File: src/rtl/sao_lcu_feeder.sv
// Streams a 128x128 8-bit frame to the SAO filter one LCU at a time, with per-LCU parameters.
// Define SAO_FEED_WDOG_EN to add a watchdog on the busy/finish waits (WDOG_MAX, sticky wdog_err).
module sao_lcu_feeder #(
    parameter int LCU_GAP = 2
`ifdef SAO_FEED_WDOG_EN
    ,
    parameter int WDOG_MAX = 65535
`endif
) (
    input  logic        clk,
    input  logic        reset,
    input  logic        start,
    input  logic [1:0]  cfg_lcu_size,
    output logic        frm_ren,
    output logic [13:0] frm_addr,
    input  logic [7:0]  frm_rdata,
    output logic        par_ren,
    output logic [5:0]  par_addr,
    input  logic [23:0] par_rdata,
    input  logic        busy,
    input  logic        finish,
    output logic        in_en,
    output logic [7:0]  din,
    output logic [1:0]  sao_type,
    output logic [4:0]  sao_band_pos,
    output logic        sao_eo_class,
    output logic [15:0] sao_offset,
    output logic [2:0]  lcu_x,
    output logic [2:0]  lcu_y,
    output logic [1:0]  lcu_size,
    output logic        done
`ifdef SAO_FEED_WDOG_EN
    ,
    output logic        wdog_err
`endif
);

    typedef enum logic [2:0] {
        IDLE,
        PARAM,
        PRIME,
        STREAM,
        GAP,
        WAIT_FIN,
        DONE
    } state_t;

    state_t      state, state_nxt;
    logic [5:0]  lcu_idx;
    logic [11:0] pix_cnt;
    logic [3:0]  gap_cnt;

    logic [11:0] last_pix;
    logic [5:0]  last_lcu;
    logic [2:0]  cur_x, cur_y;
    logic [12:0] rd_pix;
    logic [13:0] rd_addr;
    logic        rd_ok;
    logic        stream_last;
    logic        gap_done;

    // Size-dependent limits and the LCU coordinates implied by the running index
    always_comb begin
        last_pix = 12'd4095;
        last_lcu = 6'd3;
        cur_x    = {2'b00, lcu_idx[0]};
        cur_y    = {2'b00, lcu_idx[1]};
        case (lcu_size)
            2'd0: begin
                last_pix = 12'd255;
                last_lcu = 6'd63;
                cur_x    = lcu_idx[2:0];
                cur_y    = lcu_idx[5:3];
            end
            2'd1: begin
                last_pix = 12'd1023;
                last_lcu = 6'd15;
                cur_x    = {1'b0, lcu_idx[1:0]};
                cur_y    = {1'b0, lcu_idx[3:2]};
            end
            default: ;
        endcase
    end

    // Reads run two pixels ahead of din to cover the one-cycle memory latency
    always_comb begin
        rd_pix = 13'd0;
        case (state)
            PRIME:   rd_pix = 13'd1;
            STREAM:  rd_pix = {1'b0, pix_cnt} + 13'd2;
            default: ;
        endcase
    end

    always_comb begin
        case (lcu_size)
            2'd0:    rd_addr = {cur_y, rd_pix[7:4], cur_x, rd_pix[3:0]};
            2'd1:    rd_addr = {cur_y[1:0], rd_pix[9:5], cur_x[1:0], rd_pix[4:0]};
            default: rd_addr = {cur_y[0], rd_pix[11:6], cur_x[0], rd_pix[5:0]};
        endcase
    end

    assign rd_ok       = rd_pix <= {1'b0, last_pix};
    assign frm_ren     = (state == PARAM) || (((state == PRIME) || (state == STREAM)) && rd_ok);
    assign frm_addr    = frm_ren ? rd_addr : 14'd0;
    assign par_ren     = (state == PARAM);
    assign par_addr    = lcu_idx;
    assign in_en       = (state == STREAM);
    assign done        = (state == DONE);
    assign stream_last = (pix_cnt == last_pix);
    assign gap_done    = !busy && (gap_cnt == 4'(LCU_GAP - 1));

`ifdef SAO_FEED_WDOG_EN
    localparam int WDW = $clog2(WDOG_MAX + 1);

    logic [WDW-1:0] wdog_cnt;
    logic           wdog_run;
    logic           wdog_hit;

    assign wdog_run = ((state == GAP) && busy) || (state == WAIT_FIN);
    assign wdog_hit = wdog_run && (wdog_cnt == WDW'(WDOG_MAX - 1));

    always_ff @(posedge clk or negedge reset) begin
        if (!reset) begin
            wdog_cnt <= '0;
            wdog_err <= 1'b0;
        end else begin
            wdog_cnt <= (wdog_run && !wdog_hit) ? wdog_cnt + 1'b1 : '0;
            if (wdog_hit)
                wdog_err <= 1'b1;
        end
    end
`endif

    always_ff @(posedge clk or negedge reset) begin
        if (!reset)
            state <= IDLE;
        else
            state <= state_nxt;
    end

    always_comb begin
        state_nxt = state;
        case (state)
            IDLE:     if (start) state_nxt = PARAM;
            PARAM:    state_nxt = PRIME;
            PRIME:    state_nxt = STREAM;
            STREAM:   if (stream_last) state_nxt = GAP;
            GAP:      if (gap_done) state_nxt = (lcu_idx == last_lcu) ? WAIT_FIN : PARAM;
            WAIT_FIN: if (finish) state_nxt = DONE;
            DONE:     state_nxt = IDLE;
            default:  state_nxt = IDLE;
        endcase
`ifdef SAO_FEED_WDOG_EN
        if (wdog_hit)
            state_nxt = DONE;
`endif
    end

    // Parameters and coordinates move only in PRIME so they hold for the whole LCU
    always_ff @(posedge clk or negedge reset) begin
        if (!reset) begin
            lcu_size     <= 2'd0;
            lcu_idx      <= 6'd0;
            pix_cnt      <= 12'd0;
            gap_cnt      <= 4'd0;
            din          <= 8'd0;
            sao_type     <= 2'd0;
            sao_band_pos <= 5'd0;
            sao_eo_class <= 1'b0;
            sao_offset   <= 16'd0;
            lcu_x        <= 3'd0;
            lcu_y        <= 3'd0;
        end else begin
            case (state)
                IDLE: begin
                    if (start) begin
                        lcu_size <= cfg_lcu_size;
                        lcu_idx  <= 6'd0;
                    end
                end
                PRIME: begin
                    {sao_type, sao_band_pos, sao_eo_class, sao_offset} <= par_rdata;
                    lcu_x   <= cur_x;
                    lcu_y   <= cur_y;
                    din     <= frm_rdata;
                    pix_cnt <= 12'd0;
                end
                STREAM: begin
                    din     <= frm_rdata;
                    pix_cnt <= pix_cnt + 12'd1;
                    gap_cnt <= 4'd0;
                end
                GAP: begin
                    if (busy) begin
                        gap_cnt <= 4'd0;
                    end else if (gap_done) begin
                        gap_cnt <= 4'd0;
                        if (lcu_idx != last_lcu)
                            lcu_idx <= lcu_idx + 6'd1;
                    end else begin
                        gap_cnt <= gap_cnt + 4'd1;
                    end
                end
                default: ;
            endcase
        end
    end

endmodule

File: config.mk
export PLATFORM = sky130hd
export DESIGN_NAME = sao_lcu_feeder
export DESIGN_NICKNAME = d
export VERILOG_FILES = /design/src/rtl/sao_lcu_feeder.sv
export SDC_FILE = /design/constraint.sdc
export NUM_CORES = 1
export LEC_CHECK = 0
export CAP_MARGIN = 20
export CELL_PAD_IN_SITES_DETAIL_PLACEMENT = 1
export CELL_PAD_IN_SITES_GLOBAL_PLACEMENT = 1
export CORE_MARGIN = 1.5
export CORE_UTILIZATION = 25
export CTS_BUF_LIST = sky130_fd_sc_hd__clkbuf_8
export DETAILED_ROUTE_END_ITERATION = 10
export HOLD_SLACK_MARGIN = 0.02
export PLACE_DENSITY_LB_ADDON = 0.1
export RECOVER_POWER = 50
export SETUP_SLACK_MARGIN = 0.15
export SYNTH_ARGS = -nofsm -noshare
export SYNTH_HDL_FRONTEND = slang
export SYNTH_SLANG_ARGS = --single-unit
File: constraint.sdc
create_clock -name clk -period 7.9 [get_ports clk]
set_input_delay 1.58 -clock clk [delete_from_list [all_inputs] [get_ports clk]]
set_output_delay 1.58 -clock clk [all_outputs]
set_load 0.05 [all_outputs]
### Word level (Yosys, flattened, before mapping)

Cells that the tools add are included.

| word-level totals | value |
|---|---|
| output and inout port bits | 64 |
| input bits | 39 |
| bits in read-only memories | 0 |
| bits in latches | 0 |
| memories kept | 0 |
| register bits after elaboration | 65 |
| memory bits (writable) | 0 |

| operators by class | value |
|---|---|
| reduce and logical (&&, ||, !) cells | 14 |
| equality and inequality tests | 17 |
| mux-type cells | 22 |
| $mul | 0 |
| shift-type cells | 0 |
| bitwise operators | 0 |
| add/subtract/negate cells | 4 |
| order comparisons | 1 |
| div/mod/pow operators | 0 |

Operators by type and width:

| kind | number |
|---|---|
| $pmux 12 s2 | 2 |
| $pmux 14 s2 | 1 |
| $pmux 13 s2 | 1 |
| $mux 6 | 4 |
| $pmux 6 s2 | 2 |
| $pmux 3 s6 | 1 |
| $mux 3 | 5 |
| $mux 14 | 1 |
| $add 12x2->13 const B | 1 |
| $le 13x12->1 | 1 |
| $add 12x1->12 const B | 1 |
| $eq 12x12->1 | 1 |
| $pmux 3 s2 | 2 |
| $ne 2x2->1 const B | 5 |
| $eq 3x3->1 const B | 3 |
| $mux 4 | 2 |
| $pmux 4 s2 | 1 |
| $add 6x1->6 const B | 1 |
| $eq 3x2->1 const B | 2 |
| $eq 6x6->1 | 1 |
| $ne 6x6->1 | 1 |
| $reduce_bool 2->1 | 3 |
| $reduce_and 5->1 | 1 |
| $add 4x1->4 const B | 1 |
| 12 further kinds | 14 |

### Depth between registers and ports, before layout

| depth | value |
|---|---|
| word-level depth | 7 |
| mapped depth | 12 |
| depth with buffers taken out | 11 |

### Worst setup path after synthesis

OpenSTA, ideal clock, no wires.

| path | value |
|---|---|
| kind | register to output |
| start point | register pix_cnt[2] |
| end point | output port frm_addr[6] |
| path slack | 2.834 ns |
| stages on the path, launching flop included | 12 |
| data arrival time | 3.486 ns |
| cells stage by stage | dfrtp_1 ha_1 nand3_1 nor3_1 xnor2_1 nor2_1 ha_1 a21oi_1 o21ai_0 o32ai_1 a31oi_4 a211oi_1 |

| on the way | value |
|---|---|
| cells in the longest elaborated chain, start to end | 6 |

RTL lines:

| item | line | source |
|---|---|---|
| from (decl) | 50 | `logic [11:0] pix_cnt;` |
| from (signal assigned) | 191 | `pix_cnt <= pix_cnt + 12'd1;` |
| $add 12x2->13 | 90 | `STREAM: rd_pix = {1'b0, pix_cnt} + 13'd2;` |
| $pmux 13 s2 | 88 | `case (state)` |
| $le 13x12->1 | 103 | `assign rd_ok = rd_pix <= {1'b0, last_pix};` |
| $logic_and 1x1->1 | 104 | `assign frm_ren = (state == PARAM) \|\| (((state == PRIME) \|\| (state == STREAM)) && rd_ok);` |
| $logic_or 1x1->1 | 104 |  |
| $mux 14 | 105 | `assign frm_addr = frm_ren ? rd_addr : 14'd0;` |
| to (decl) | 15 | `output logic [13:0] frm_addr,` |

Every way passes these cells.

### Worst setup path in the final report

| path | value |
|---|---|
| start point | register pix_cnt[1] |
| end point | output port frm_addr[9] |

| on the way | value |
|---|---|
| cells in the longest elaborated chain, start to end | 6 |
| elaborated cells between the ends (all ways) | 7 |
| classes of those cells | 1 x add/sub; 1 x order compare; 3 x mux; 2 x reduce/logical |

RTL lines:

| item | line |
|---|---|
| $add 12x2->13 (*) | 90 |
| $pmux 13 s2 (*) | 88 |
| $le 13x12->1 | 103 |
| $logic_and 1x1->1 | 104 |
| $logic_or 1x1->1 | 104 |
| $mux 14 (*) | 105 |

Every way passes the cells marked *; elsewhere a longest branch is shown, timed or not.

==> impl_metrics.toml <==
[run_status]
status = "complete, but fails checks"
violations = "capacitance limit, slew limit"

[clock_tree]
clkSinkCount = 65
cts_made_buffers = 9
cts_tree = "yes"
hold_buffers = 0
cts-resized-gates = 0
clk_pin_slew_ns = 0.08
htree_levels = 3
post-cts-setup-buffer-count = 0
clock-root-buffer = "clkbuf_8"
cts_max_path_buffers = 2
clk_latency_ns = 0.37

[hold_path]
min-delay-start = "lcu_x[2]"
holdPathStages = 2
whs_endpoint = "lcu_x[2]"
hp-class = "reg2reg"

[synth]
synth_area_leader_cell = "dfrtp_1"
async_reset_ff_frac = 1.00
ys_ff_latch = 65
syn_nets = 489
synth_top_family_by_area = "simple AND/OR/NAND/NOR gates"
synthSimpleGateAreaFrac = 0.298
synthTopCellsByArea = "dfrtp_1 44%, nand2_1 14%, ha_1 3.7%, o21ai_0 3.5%, nor2_1 3.0%"
syn_area_per_cell_um2 = 8.42
synth-seq-area-share = 0.440
synth-edff-count = 0
yosys_warnings = 0
synth_fa_ha_area_frac = 0.0373
synth_compound_gate_area_share = 0.127
synth_cells = 439
yosys-mux-area-fraction = 0.0284
yosys_most_used_dff = "dfrtp_1"
synth_cell_types = 62
syn_area_um2 = 3690
synth-xor-area-share = 0.0213
synth_top_area_frac = 0.440

[sta]
post-route-min-period_ns = 5.89
hold_viol_final = 0
tightest_slew_ns = 3.75
tns_ns = 0
max_freq_mhz = 170
rsz0062_at_grt = "no"
whs_ns = 0.466
maxSlewHeadroom = -1.50
fin_skew_ns = 0.00666
drv_slew = 66
setup_viol = 0
finalCritPeriodShare = 0.746

[setup_path]
arrival_ns = 4.31
slowest_stage = "clkdlybuf4s50_1"
critPathCaptureType = "output port"
cp-start-kind = "flip-flop"
r2r_slack_ns = 5.00
worst_path_largest_cell_delay_ns = 0.86
crit_family = "compound AO/OA/AOI/OAI gates"
cp_max_fo = 14
reg2reg_from = "state[2]"
cp_cell_sequence = "ha_1 > nand3_1 > nor2_1 > xor2_1 > and2_1 > ha_1 > a21oi_1 > o21ai_0 > o32ai_1 > a31oi_4 > a2111oi_4 > clkdlybuf4s50_1"
reg2regPathDepth = 6
cp.required_ns = 6.32
r2r-end = "lcu_x[2]"
cp_common_cell = "ha_1"
path_class = "reg2out"
path_buf_inv = 1

[layout]
fillers = 1697
nets = 577
final_layout_size_suffix_gt1_frac = 0.0695
final_util = 0.346
insertedDiodeCount = 0
final_common_cell = "nand2_1"
syn2layout_area_growth_pct = 35.8
final_cell_mix = "133 x nand2_1, 101 x clkdlybuf4s50_1, 65 x dfrtp_1"

[floorplanning]
rows = 44
initial_core_util = 0.255
core_um2 = 14500
die_w_um = 125
num_io_pins = 103
fp.dieH_um = 125
dieArea_um2 = 15500

[drt]
avgRoutedWirePerCell_um = 16.3
avgViaCountPerCell = 4.72
antenna_left = 0
first_pass_iters = 4
drt_iter0_markers = 217
remaining_drc_errors = 0
wl_um = 11700
vias = 3379

[place]
port_buffers = 102
place_congestion = 0.827
dp_hpwl_um = 8180

[job]
cap_violations = 1

[global_route]
antenna_found_initial = 0
grt_max_degree = 66
grt_pass1_wl_um = 19200
grt_pass1_vias = 3516
grt_overflow = 0
grt_usage = 0.157

[pwr]
peakVddDrop_mv = 0.0570
leakage_nw = 2.11
p_per_area_nw_per_um2 = 141
## metrics by stage
stage | area, um2 | instances | total power [mW] | setup WS (ns)
final | 5020 | 716 | 0.708 | 2.01
after detailed placement | 4840 | 700 | 0.433 | 2.39
after global routing | 5020 | 716 | 0.744 | 1.77
after floorplan | 3690 | 439 | 0.388 | 2.83
after global placement | 4840 | 700 | 0.433 | 2.45
after CTS | 5030 | 716 | 0.723 | 1.97
## worst max path at each step
stage | from | to | cells after the start
finish | pix_cnt[1] | frm_addr[9] | 12
global route | lcu_size[1] | frm_addr[9] | 8
CTS | lcu_size[1] | frm_addr[9] | 8
detailed placement | lcu_size[1] | frm_addr[9] | 8
global placement | lcu_size[1] | frm_addr[9] | 8
floorplan | pix_cnt[2] | frm_addr[6] | 11
## state kept, by name, summed over array words and instances, names as in the netlist
register and count:
sao_offset 16, lcu_y 3, par_addr 6, gap_cnt 4
sao_band_pos 5, sao_eo_class 1, lcu_size 2, pix_cnt 12
sao_type 2, state 3, lcu_x 3, din 8
## where the power goes
| part | total [mW] | switching [mW] | internal (mW) |
|---|---|---|---|
| clock | 0.283 | 0.144 | 0.139 |
| sequential | 0.343 | 0.00686 | 0.336 |
| combinational | 0.0824 | 0.0473 | 0.0352 |
## worst reg2reg max path, cell delays in order (launching register included)
cell and delay [ns]:
dfrtp_1 0.53, nand2b_1 0.21, clkbuf_1 0.54, nor2_2 0.23, clkbuf_1 1.03, nand3_1 0.18, nand2_1 0.11
## logic make-up after synthesis
family,Yosys count
and+or+nand+nor,235
AOI/OAI and AO/OA,70
DFF,65
buffers and inverters,39
adders and majority gates,11
muxes,10
xor gates and xnor gates,9
## synthesized netlist by cell type, drive strengths merged, types with 3 or more instances
cell and count:
nand2 134, dfrtp 65, nor2 30, o21ai 26, nand3 19, a21oi 17
clkbuf 17, nor3 14, buf 13, ha 11, inv 7, mux2i 6
xnor2 6, a211oi 5, nor2b 5, mux2 4, nand4 4, or3 4
nand2b 3, nor3b 3, nor4 3, xor2 3
## layer usage
| metal | track usage | part of all wire | up-vias |
|---|---|---|---|
| met3 | 0.0288 | 0.034 | 10 |
| li1 | - | - | 1665 |
| met5 | 0 | 0 | - |
| met1 | 0.211 | 0.49 | 1641 |
| met4 | 0.0629 | 0.017 | 0 |
| met2 | 0.249 | 0.46 | 63 |
## final cells by class
cell class	instances	area [um2]	share of cell area
clock inverters	4	27.5	0.00549
multi-input cells	335	1890	0.377
flip-flops and latches	65	1630	0.324
well taps	184	230	0.0459
inverters	9	38.8	0.00773
clock buffers	12	165	0.0329
repair buffers	107	1030	0.206
Note: power is estimated with default switching activity, not from simulation.
